===== config.mk =====
export PLATFORM = sky130hd
export DESIGN_NAME = bb_cache_scheduler
export DESIGN_NICKNAME = d
export VERILOG_FILES = /design/src/rtl/bb_cache_pkg.sv /design/src/rtl/bb_slot_ring.sv /design/src/rtl/bb_cache_scheduler.sv
export SDC_FILE = /design/constraint.sdc
export NUM_CORES = 1
export LEC_CHECK = 0
export ABC_AREA = 1
export BUFFER_PORTS_ARGS = -buffer_cell sky130_fd_sc_hd__buf_4
export CORE_MARGIN = 3
export CORE_UTILIZATION = 60
export CTS_CLUSTER_SIZE = 10
export DETAILED_ROUTE_END_ITERATION = 8
export PLACE_DENSITY = 0.85
export SETUP_SLACK_MARGIN = 0.4
export SYNTH_ARGS = -nofsm -noshare
export SYNTH_HDL_FRONTEND = slang
export SYNTH_SLANG_ARGS = --single-unit

===== constraint.sdc =====
create_clock -name clk -period 2.7 [get_ports clk]
set_input_delay 0.135 -clock clk [delete_from_list [all_inputs] [get_ports clk]]
set_output_delay 0.135 -clock clk [all_outputs]
set_load 0.03 [all_outputs]

===== src/rtl/bb_cache_pkg.sv =====
`default_nettype none
// +----------------------------------------------------------------------+
// | Packages: util_funcs, bb_cache_pkg                                   |
// | Generic width helpers and the shared FSM encodings and width         |
// | functions for the block-buffer cache scheduler.                      |
// | Revision: 1.0 - initial release                                      |
// +----------------------------------------------------------------------+

package util_funcs;

  // Ceiling log2; clog2(1) = 0.
  function automatic int clog2(input int value);
    int r;
    r = 0;
    while ((1 << r) < value) begin
      r = r + 1;
    end
    return r;
  endfunction

endpackage : util_funcs

package bb_cache_pkg;
  import util_funcs::*;

  typedef enum logic [0:0] {
    W_IDLE   = 1'b0,
    W_ACTIVE = 1'b1
  } wr_state_e;

  typedef enum logic [0:0] {
    R_IDLE   = 1'b0,
    R_ACTIVE = 1'b1
  } rd_state_e;

  // Write address width; never narrower than one bit.
  function automatic int aw_f(input int depth);
    return (clog2(depth) < 1) ? 1 : clog2(depth);
  endfunction

  // Width able to hold a slot count 0..count inclusive.
  function automatic int cw_f(input int count);
    return (clog2(count + 1) < 1) ? 1 : clog2(count + 1);
  endfunction

  // Slot pointer width; never narrower than one bit.
  function automatic int pw_f(input int count);
    return (clog2(count) < 1) ? 1 : clog2(count);
  endfunction

endpackage : bb_cache_pkg
`default_nettype wire


===== src/rtl/bb_slot_ring.sv =====
`default_nettype none
// +----------------------------------------------------------------------+
// | Module: bb_slot_ring                                                 |
// | Ring bookkeeping for the cache slots: write/read pointers, number    |
// | of filled-but-unread slots and the stored word count per slot.       |
// | Revision: 1.0 - initial release                                      |
// +----------------------------------------------------------------------+
module bb_slot_ring
  import bb_cache_pkg::*;
#(
  parameter  int COUNT = 5,
  parameter  int LW    = 9,
  localparam int PW    = pw_f(COUNT),
  localparam int CW    = cw_f(COUNT)
) (
  input  logic          clk,
  input  logic          reset,
  input  logic          wr_close_i,
  input  logic [LW-1:0] wr_len_i,
  input  logic          rd_open_i,
  input  logic          rd_close_i,
  output logic [PW-1:0] wr_ptr_o,
  output logic [PW-1:0] rd_ptr_o,
  output logic [CW-1:0] full_cnt_o,
  output logic [LW-1:0] rd_len_o
);

  localparam logic [PW-1:0] LAST_PTR = PW'(COUNT - 1);

  logic [PW-1:0] wr_ptr_q, wr_ptr_d;
  logic [PW-1:0] rd_ptr_q, rd_ptr_d;
  logic [CW-1:0] full_cnt_q, full_cnt_d;
  logic [LW-1:0] len_q [COUNT];

  // Next pointers wrap modulo COUNT; full count nets out simultaneous open/close.
  always_comb begin
    wr_ptr_d   = wr_ptr_q;
    rd_ptr_d   = rd_ptr_q;
    full_cnt_d = full_cnt_q;
    if (wr_close_i) begin
      wr_ptr_d = (wr_ptr_q == LAST_PTR) ? '0 : wr_ptr_q + PW'(1);
    end
    if (rd_close_i) begin
      rd_ptr_d = (rd_ptr_q == LAST_PTR) ? '0 : rd_ptr_q + PW'(1);
    end
    case ({wr_close_i, rd_open_i})
      2'b10:   full_cnt_d = full_cnt_q + CW'(1);
      2'b01:   full_cnt_d = full_cnt_q - CW'(1);
      default: full_cnt_d = full_cnt_q;
    endcase
  end

  // Pointer and count registers.
  always_ff @(posedge clk) begin
    if (reset) begin
      wr_ptr_q   <= '0;
      rd_ptr_q   <= '0;
      full_cnt_q <= '0;
    end else begin
      wr_ptr_q   <= wr_ptr_d;
      rd_ptr_q   <= rd_ptr_d;
      full_cnt_q <= full_cnt_d;
    end
  end

  // Per-slot word count, captured when the producer closes the slot.
  always_ff @(posedge clk) begin
    if (reset) begin
      for (int i = 0; i < COUNT; i++) begin
        len_q[i] <= '0;
      end
    end else if (wr_close_i) begin
      len_q[wr_ptr_q] <= wr_len_i;
    end
  end

  assign wr_ptr_o   = wr_ptr_q;
  assign rd_ptr_o   = rd_ptr_q;
  assign full_cnt_o = full_cnt_q;
  assign rd_len_o   = len_q[rd_ptr_q];

endmodule : bb_slot_ring
`default_nettype wire


===== src/rtl/bb_cache_scheduler.sv =====
`default_nettype none
// +----------------------------------------------------------------------+
// | Module: bb_cache_scheduler                                           |
// | Hands out a ring of cache slots to one producer and one consumer.   |
// | Independent write and read FSMs; write address counter with sticky |
// | overflow detection.                                                  |
// | Revision: 1.0 - initial release                                      |
// +----------------------------------------------------------------------+
module bb_cache_scheduler
  import bb_cache_pkg::*;
#(
  parameter  int BB_CACHE_COUNT = 5,
  parameter  int BB_CACHE_DEPTH = 170,
  localparam int AW             = aw_f(BB_CACHE_DEPTH),
  localparam int CW             = cw_f(BB_CACHE_COUNT),
  localparam int PW             = pw_f(BB_CACHE_COUNT)
) (
  input  logic                      clk,
  input  logic                      reset,
  input  logic                      wr_req_in,
  output logic                      wr_grant_out,
  input  logic                      wr_valid_in,
  input  logic                      wr_done_in,
  output logic [BB_CACHE_COUNT-1:0] port_a_chip_sel_out,
  output logic [AW-1:0]             port_a_wrt_addr_out,
  output logic                      port_a_wrt_en_out,
  input  logic                      rd_req_in,
  output logic                      rd_grant_out,
  output logic [AW:0]               rd_len_out,
  input  logic                      rd_done_in,
  output logic [BB_CACHE_COUNT-1:0] port_b_chip_sel_out,
  output logic [CW-1:0]             full_cnt_out,
  output logic                      overflow_err_out
);

  localparam logic [BB_CACHE_COUNT-1:0] SEL_ONE   = BB_CACHE_COUNT'(1);
  localparam logic [AW:0]               DEPTH_W   = (AW + 1)'(BB_CACHE_DEPTH);
  localparam logic [CW:0]               COUNT_W   = (CW + 1)'(BB_CACHE_COUNT);

  wr_state_e   wr_state_q, wr_state_d;
  rd_state_e   rd_state_q, rd_state_d;
  logic [AW:0] wr_cnt_q, wr_cnt_d;
  logic        wr_grant_q, wr_grant_d;
  logic        rd_grant_q, rd_grant_d;
  logic        overflow_q, overflow_d;

  logic          wr_active;
  logic          rd_active;
  logic          wrt_en;
  logic          wr_close;
  logic [AW:0]   wr_len;
  logic          rd_open;
  logic          rd_close;
  logic [CW:0]   occupied;
  logic          room;
  logic [PW-1:0] wr_ptr;
  logic [PW-1:0] rd_ptr;
  logic [CW-1:0] full_cnt;
  logic [AW:0]   slot_len;

  assign wr_active = (wr_state_q == W_ACTIVE);
  assign rd_active = (rd_state_q == R_ACTIVE);

  // A word is dropped once the slot already holds DEPTH words.
  assign wrt_en = wr_valid_in && wr_active && (wr_cnt_q != DEPTH_W);

  // The slot held by the reader counts as occupied so the writer never lands on it.
  assign occupied = {1'b0, full_cnt} + (CW + 1)'(rd_active);
  assign room     = (occupied < COUNT_W);

  // Write FSM next-state: grant, word counting, overflow and slot close.
  always_comb begin
    wr_state_d = wr_state_q;
    wr_cnt_d   = wr_cnt_q;
    wr_grant_d = 1'b0;
    overflow_d = overflow_q;
    wr_close   = 1'b0;
    wr_len     = wr_cnt_q + (AW + 1)'(wrt_en);
    case (wr_state_q)
      W_IDLE: begin
        if (wr_req_in && room) begin
          wr_state_d = W_ACTIVE;
          wr_grant_d = 1'b1;
          wr_cnt_d   = '0;
        end
      end
      W_ACTIVE: begin
        if (wrt_en) begin
          wr_cnt_d = wr_cnt_q + (AW + 1)'(1);
        end
        if (wr_valid_in && (wr_cnt_q == DEPTH_W)) begin
          overflow_d = 1'b1;
        end
        if (wr_done_in) begin
          wr_close   = 1'b1;
          wr_state_d = W_IDLE;
        end
      end
      default: wr_state_d = W_IDLE;
    endcase
  end

  // Read FSM next-state: grant consumes a filled slot, done releases it.
  always_comb begin
    rd_state_d = rd_state_q;
    rd_grant_d = 1'b0;
    rd_open    = 1'b0;
    rd_close   = 1'b0;
    case (rd_state_q)
      R_IDLE: begin
        if (rd_req_in && (full_cnt != '0)) begin
          rd_state_d = R_ACTIVE;
          rd_grant_d = 1'b1;
          rd_open    = 1'b1;
        end
      end
      R_ACTIVE: begin
        if (rd_done_in) begin
          rd_state_d = R_IDLE;
          rd_close   = 1'b1;
        end
      end
      default: rd_state_d = R_IDLE;
    endcase
  end

  // State, grant pulse, word counter and sticky overflow registers.
  always_ff @(posedge clk) begin
    if (reset) begin
      wr_state_q <= W_IDLE;
      rd_state_q <= R_IDLE;
      wr_cnt_q   <= '0;
      wr_grant_q <= 1'b0;
      rd_grant_q <= 1'b0;
      overflow_q <= 1'b0;
    end else begin
      wr_state_q <= wr_state_d;
      rd_state_q <= rd_state_d;
      wr_cnt_q   <= wr_cnt_d;
      wr_grant_q <= wr_grant_d;
      rd_grant_q <= rd_grant_d;
      overflow_q <= overflow_d;
    end
  end

  bb_slot_ring #(
    .COUNT (BB_CACHE_COUNT),
    .LW    (AW + 1)
  ) u_ring (
    .clk        (clk),
    .reset      (reset),
    .wr_close_i (wr_close),
    .wr_len_i   (wr_len),
    .rd_open_i  (rd_open),
    .rd_close_i (rd_close),
    .wr_ptr_o   (wr_ptr),
    .rd_ptr_o   (rd_ptr),
    .full_cnt_o (full_cnt),
    .rd_len_o   (slot_len)
  );

  assign wr_grant_out        = wr_grant_q;
  assign rd_grant_out        = rd_grant_q;
  assign port_a_chip_sel_out = wr_active ? (SEL_ONE << wr_ptr) : '0;
  assign port_b_chip_sel_out = rd_active ? (SEL_ONE << rd_ptr) : '0;
  assign port_a_wrt_addr_out = wr_cnt_q[AW-1:0];
  assign port_a_wrt_en_out   = wrt_en;
  assign rd_len_out          = rd_active ? slot_len : '0;
  assign full_cnt_out        = full_cnt;
  assign overflow_err_out    = overflow_q;

endmodule : bb_cache_scheduler
`default_nettype wire


==> results <==
- The static power due to leakage is 2.25 nW.
- Setup repair after global routing could not meet its margin everywhere.
- The synthesized-area fraction occupied by ao, oa, aoi and oai cells was 0.0868.
- By area, the combinational part of the netlist is dominated by simple AND/OR/NAND/NOR gates.
- The number of antenna violations at the first check in global routing is 0.
- The worst clock skew is 0.0104 ns.
- In the synthesized netlist the dominant register cell turns out to be sky130_fd_sc_hd__edfxtp_1.
- The path class of the tightest hold or removal check is in -> reg.
- The cell at the slowest stage of the critical path is sky130_fd_sc_hd__dfxtp_2.
- The met2 routed wirelength is 5330 um.
- Synthesis handed over a netlist of 555 instances.
- The number of antenna-violating nets in the routed design is 0.
- In the final routing, the length of wire on met1 measures 4380 um.
- The synthesized design contains 98 register bits.
- Measured along the y axis, the die boundary spans 96.6 um.
- Power spread over the standard cell area amounts to 547 mW/mm2.
- Derived from the worst setup path, the maximum achievable clock frequency is 0.454 GHz.
- The die covers 0.00934 mm2.
- The final-report setup violation count is 0.
- Dividing the detail-routed wire length by the instance count gives 15.3 um.
- The area of the mapped netlist is 0.00493 mm2.
- The fraction of the mapped netlist area in simple logic gates is 0.226.
- The number of global-route vias before repair is 3672.
- The synthesized netlist net count is 580.
- The clock-pin slew of the registers on the worst-case setup and hold paths is 0.10 ns.
- The clock tree from TritonCTS is done.
- The cell sitting at the root of the clock tree is a sky130_fd_sc_hd__clkbuf_8.
- The peak per-stage delay on the critical path is 0.50 ns.
- The initial core utilization is 0.628.
- 41 I/O pins were placed.
- The count of flip-flops with a built-in enable after synthesis is 72.
- The data arrival at the endpoint of the critical path is 2.07 ns.
- At the pin with the least slew margin, the transition time is 0.656 ns.
- Buffers placed on the I/O ports in this run total 40.
- The number of clock sinks seen by CTS is 98.
- Before CTS, the worst setup slack after placement is 0.291 ns.
- The overall overflow remaining after global route is 0.
- STA classifies the critical path startpoint as a register.
- The synthesized area per cell is 8.88 um2.
- The period utilization is 0.815.
- The pre-antenna-repair detailed-routing pass consisted of 6 iterations.
- The routed design has 10800 um of wire.
- Counting both buffers and inverters, the worst setup path holds a total of 2.
- The net count of the finished layout is 621.
- The met3 layer wire length in the routed design is 700 um.
- Of the cells placed in the final design, the portion with a size suffix greater than 1 is 0.191.
- Dividing the detail-routed via count by the number of cells gives 5.45.
- The final max-slew violation count is 0.
- The maximum number of pins on one net before global-route repair is 37.
- The worst setup path is captured at an output pin.
- The worst ir drop on vdd is 400 uV.
- After detailed placement, the design holds a cell count of 683.
- The H-tree was split into 3 levels.
- The leading area contributor after synthesis is sky130_fd_sc_hd__edfxtp_1.
- The wire length of the first global-routing pass is 17500 um.
- The die width is 96.6 um.
- The largest delay contributor family on the critical path is buffers and inverters.
- The number of rows created at floorplan is 32.
- The area growth from synthesis to final layout is 13.6%.
- After layout, the worst setup slack is 0.499 ns.
- The share of synthesized area in the top cell type comes to 0.439.
- Of the synthesized area, sequential elements account for 0.544.
- In the global route stage, overall resource usage came out at 0.230.
- The minimum clock period after layout is 2.20 ns.
- The number of maximum-capacitance constraint violations is 0.
- Traced cell by cell, the critical path runs through buf_4, o21ai_0, o22ai_1, nor2_1, nor2_1, buf_4.
- In this run the most critical hold path is launched from wr_done_in.
- The run finished with clean final reports.
- In the routed design, unresolved DRC markers number 0.
- Yosys attributes the largest share of cell area to sky130_fd_sc_hd__edfxtp_1 (44%), sky130_fd_sc_hd__nor2_1 (12%), sky130_fd_sc_hd__dfxtp_1 (11%), sky130_fd_sc_hd__nand2_1 (5.6%), sky130_fd_sc_hd__inv_1 (4.5%).
- Of all nets on the critical path, the largest fanout is 26.
- The critical path is of the reg -> out type.
- The proportion of register bits with asynchronous set or reset after synthesis is 0.
- The half-perimeter wire length of the detailed placement result is 7470 um.
- The relative max-transition margin is 0.562.
- After synthesis, the share of cell area in mux cells is 0.
- The required time reported for the critical path endpoint is 2.57 ns.
- The adder-cell share of the synthesized area is 0.0472.
- The area share of xor/xnor cells in the synthesized design is 0.0104.
- The area inside the core boundary is 0.00785 mm2.
- The antenna diode count is 0.
- The count of synthesis-stage warnings from yosys is 0.
- The count of different cell masters after synthesis is 34.
- The final RePlAce weighted congestion is 0.878.
- The worst register-to-register path begins at wr_cnt_q[0]$_SDFFE_PP0P_.
- For this block, the initial DRC count from the detailed router was 273.
- The finished layout holds 703 standard cells, fillers aside.
- The via count is 3829.
- The final number of hold-violating endpoints is 0.
- The highest metal layer with signal wires is met4.
- The later-pin clock latency in the skew report is 0.36 ns.
- The number of buffers on the longest clock path is 2.
- The sum of negative setup slack is 0 ns.
- The number of buffers added by the clock tree synthesis step is 9.
cells in the mapped netlist, types with 4 or more instances:
cell type                  count
sky130_fd_sc_hd__nand3_1      22
sky130_fd_sc_hd__nand2_1      73
sky130_fd_sc_hd__nor2_1      154
sky130_fd_sc_hd__o211ai_1      9
sky130_fd_sc_hd__buf_4        12
sky130_fd_sc_hd__dfxtp_1      26
sky130_fd_sc_hd__inv_1        59
sky130_fd_sc_hd__inv_2         6
sky130_fd_sc_hd__ha_1         17
sky130_fd_sc_hd__o22ai_1      10
sky130_fd_sc_hd__clkbuf_1      4
sky130_fd_sc_hd__buf_2         6
sky130_fd_sc_hd__edfxtp_1     72
sky130_fd_sc_hd__o21ai_0      40
sky130_fd_sc_hd__a21oi_1      13
path summary, 6_finish.rpt:
kind	to	slack [ns]	cells past startpoint
max reg2reg	u_ring.len_q[2][8]$_SDFFCE_PN0P_	0.50	16
min reg2reg	overflow_err_out$_SDFFE_PP0P_	0.48	1
min	wr_active$_SDFF_PP0_	0.008	2
max	rd_len_out[0]	0.50	6
flip-flops by register name, summed over array words and instances, names as in the netlist, named ones only:
signal	cells
u_ring.wr_ptr_o	3
rd_grant_out	1
rd_active	1
u_ring.rd_ptr_o	3
u_ring.full_cnt_o	3
u_ring.len_q	72
overflow_err_out	1
wr_cnt_q	9
wr_active	1
wr_grant_out	1
kinds of logic (layout without fill, tap and decap cells):
logic type | after synthesis | after routing
compound gates | 77 | 77
xor+xnor | 5 | 5
fa+ha+maj | 18 | 18
buf+inv | 92 | 138
flops | 98 | 98
simple gates | 265 | 265
through the flow:
step                      cell area, um2  hold slack (ns)  power (mW)  utilization
final                               5600          0.00811        3.06        0.714
after global routing                5600           0.0155        3.20        0.714
after CTS                           5510          0.00672        3.06        0.702
after detailed placement            5320            0.396        2.21        0.678
after global placement              5320            0.395        2.19        0.678
after floorplan                     4970            0.222        2.06            -
metal layers:
layer	track usage	vias up
met4	0.100	0
li1	-	1873
met5	0	-
met1	0.292	1773
met3	0.0425	28
met2	0.385	155
worst reg2reg max path: cells and delay by family, from the launching register on:
family / cells / cell delay (ns)
fa+ha+maj: 3 / 0.51
flops: 1 / 0.38
simple gates: 10 / 0.85
buf+inv: 3 / 0.21
power by group:
part | internal, mW | total, mW | switching [mW]
clock | 0.344 | 0.876 | 0.532
combinational | 0.157 | 0.470 | 0.313
sequential | 1.67 | 1.72 | 0.0542
total | 2.17 | 3.06 | 0.899
cells in the final DEF (no fill, tap or decap), drive strengths merged:
master	n
xor2	4
nor2	160
ha	17
a21oi	13
clkinv	2
fa	1
o211ai	9
inv	68
nand3b	2
nand2	78
dfxtp	26
o21a	1
clkinvlp	2
edfxtp	72
o22ai	10
clkbuf	9
buf	57
nor3b	1
xnor2	1
a22oi	1
nand3	24
a211oi	1
o21ai	42
final cells by class:
class,count,area (um2)
flip-flops and latches,98,2690
multi-input cells,365,1920
inverters,65,253
repair buffers,57,428
clock inverters,7,51.3
well taps,102,128
clock buffers,9,124
fillers,585,2250
timing repair:
| item | 4_1_cts | 5_1_grt |
|---|---|---|
| pin swaps | 2 | 9 |
| setup buffers | 1 | 3 |
| endpoints found under the setup margin | 21 | 38 |
| resized for setup | 2 | 24 |
| hold buffers | 0 | 0 |
(Power assumes the default switching activity.)
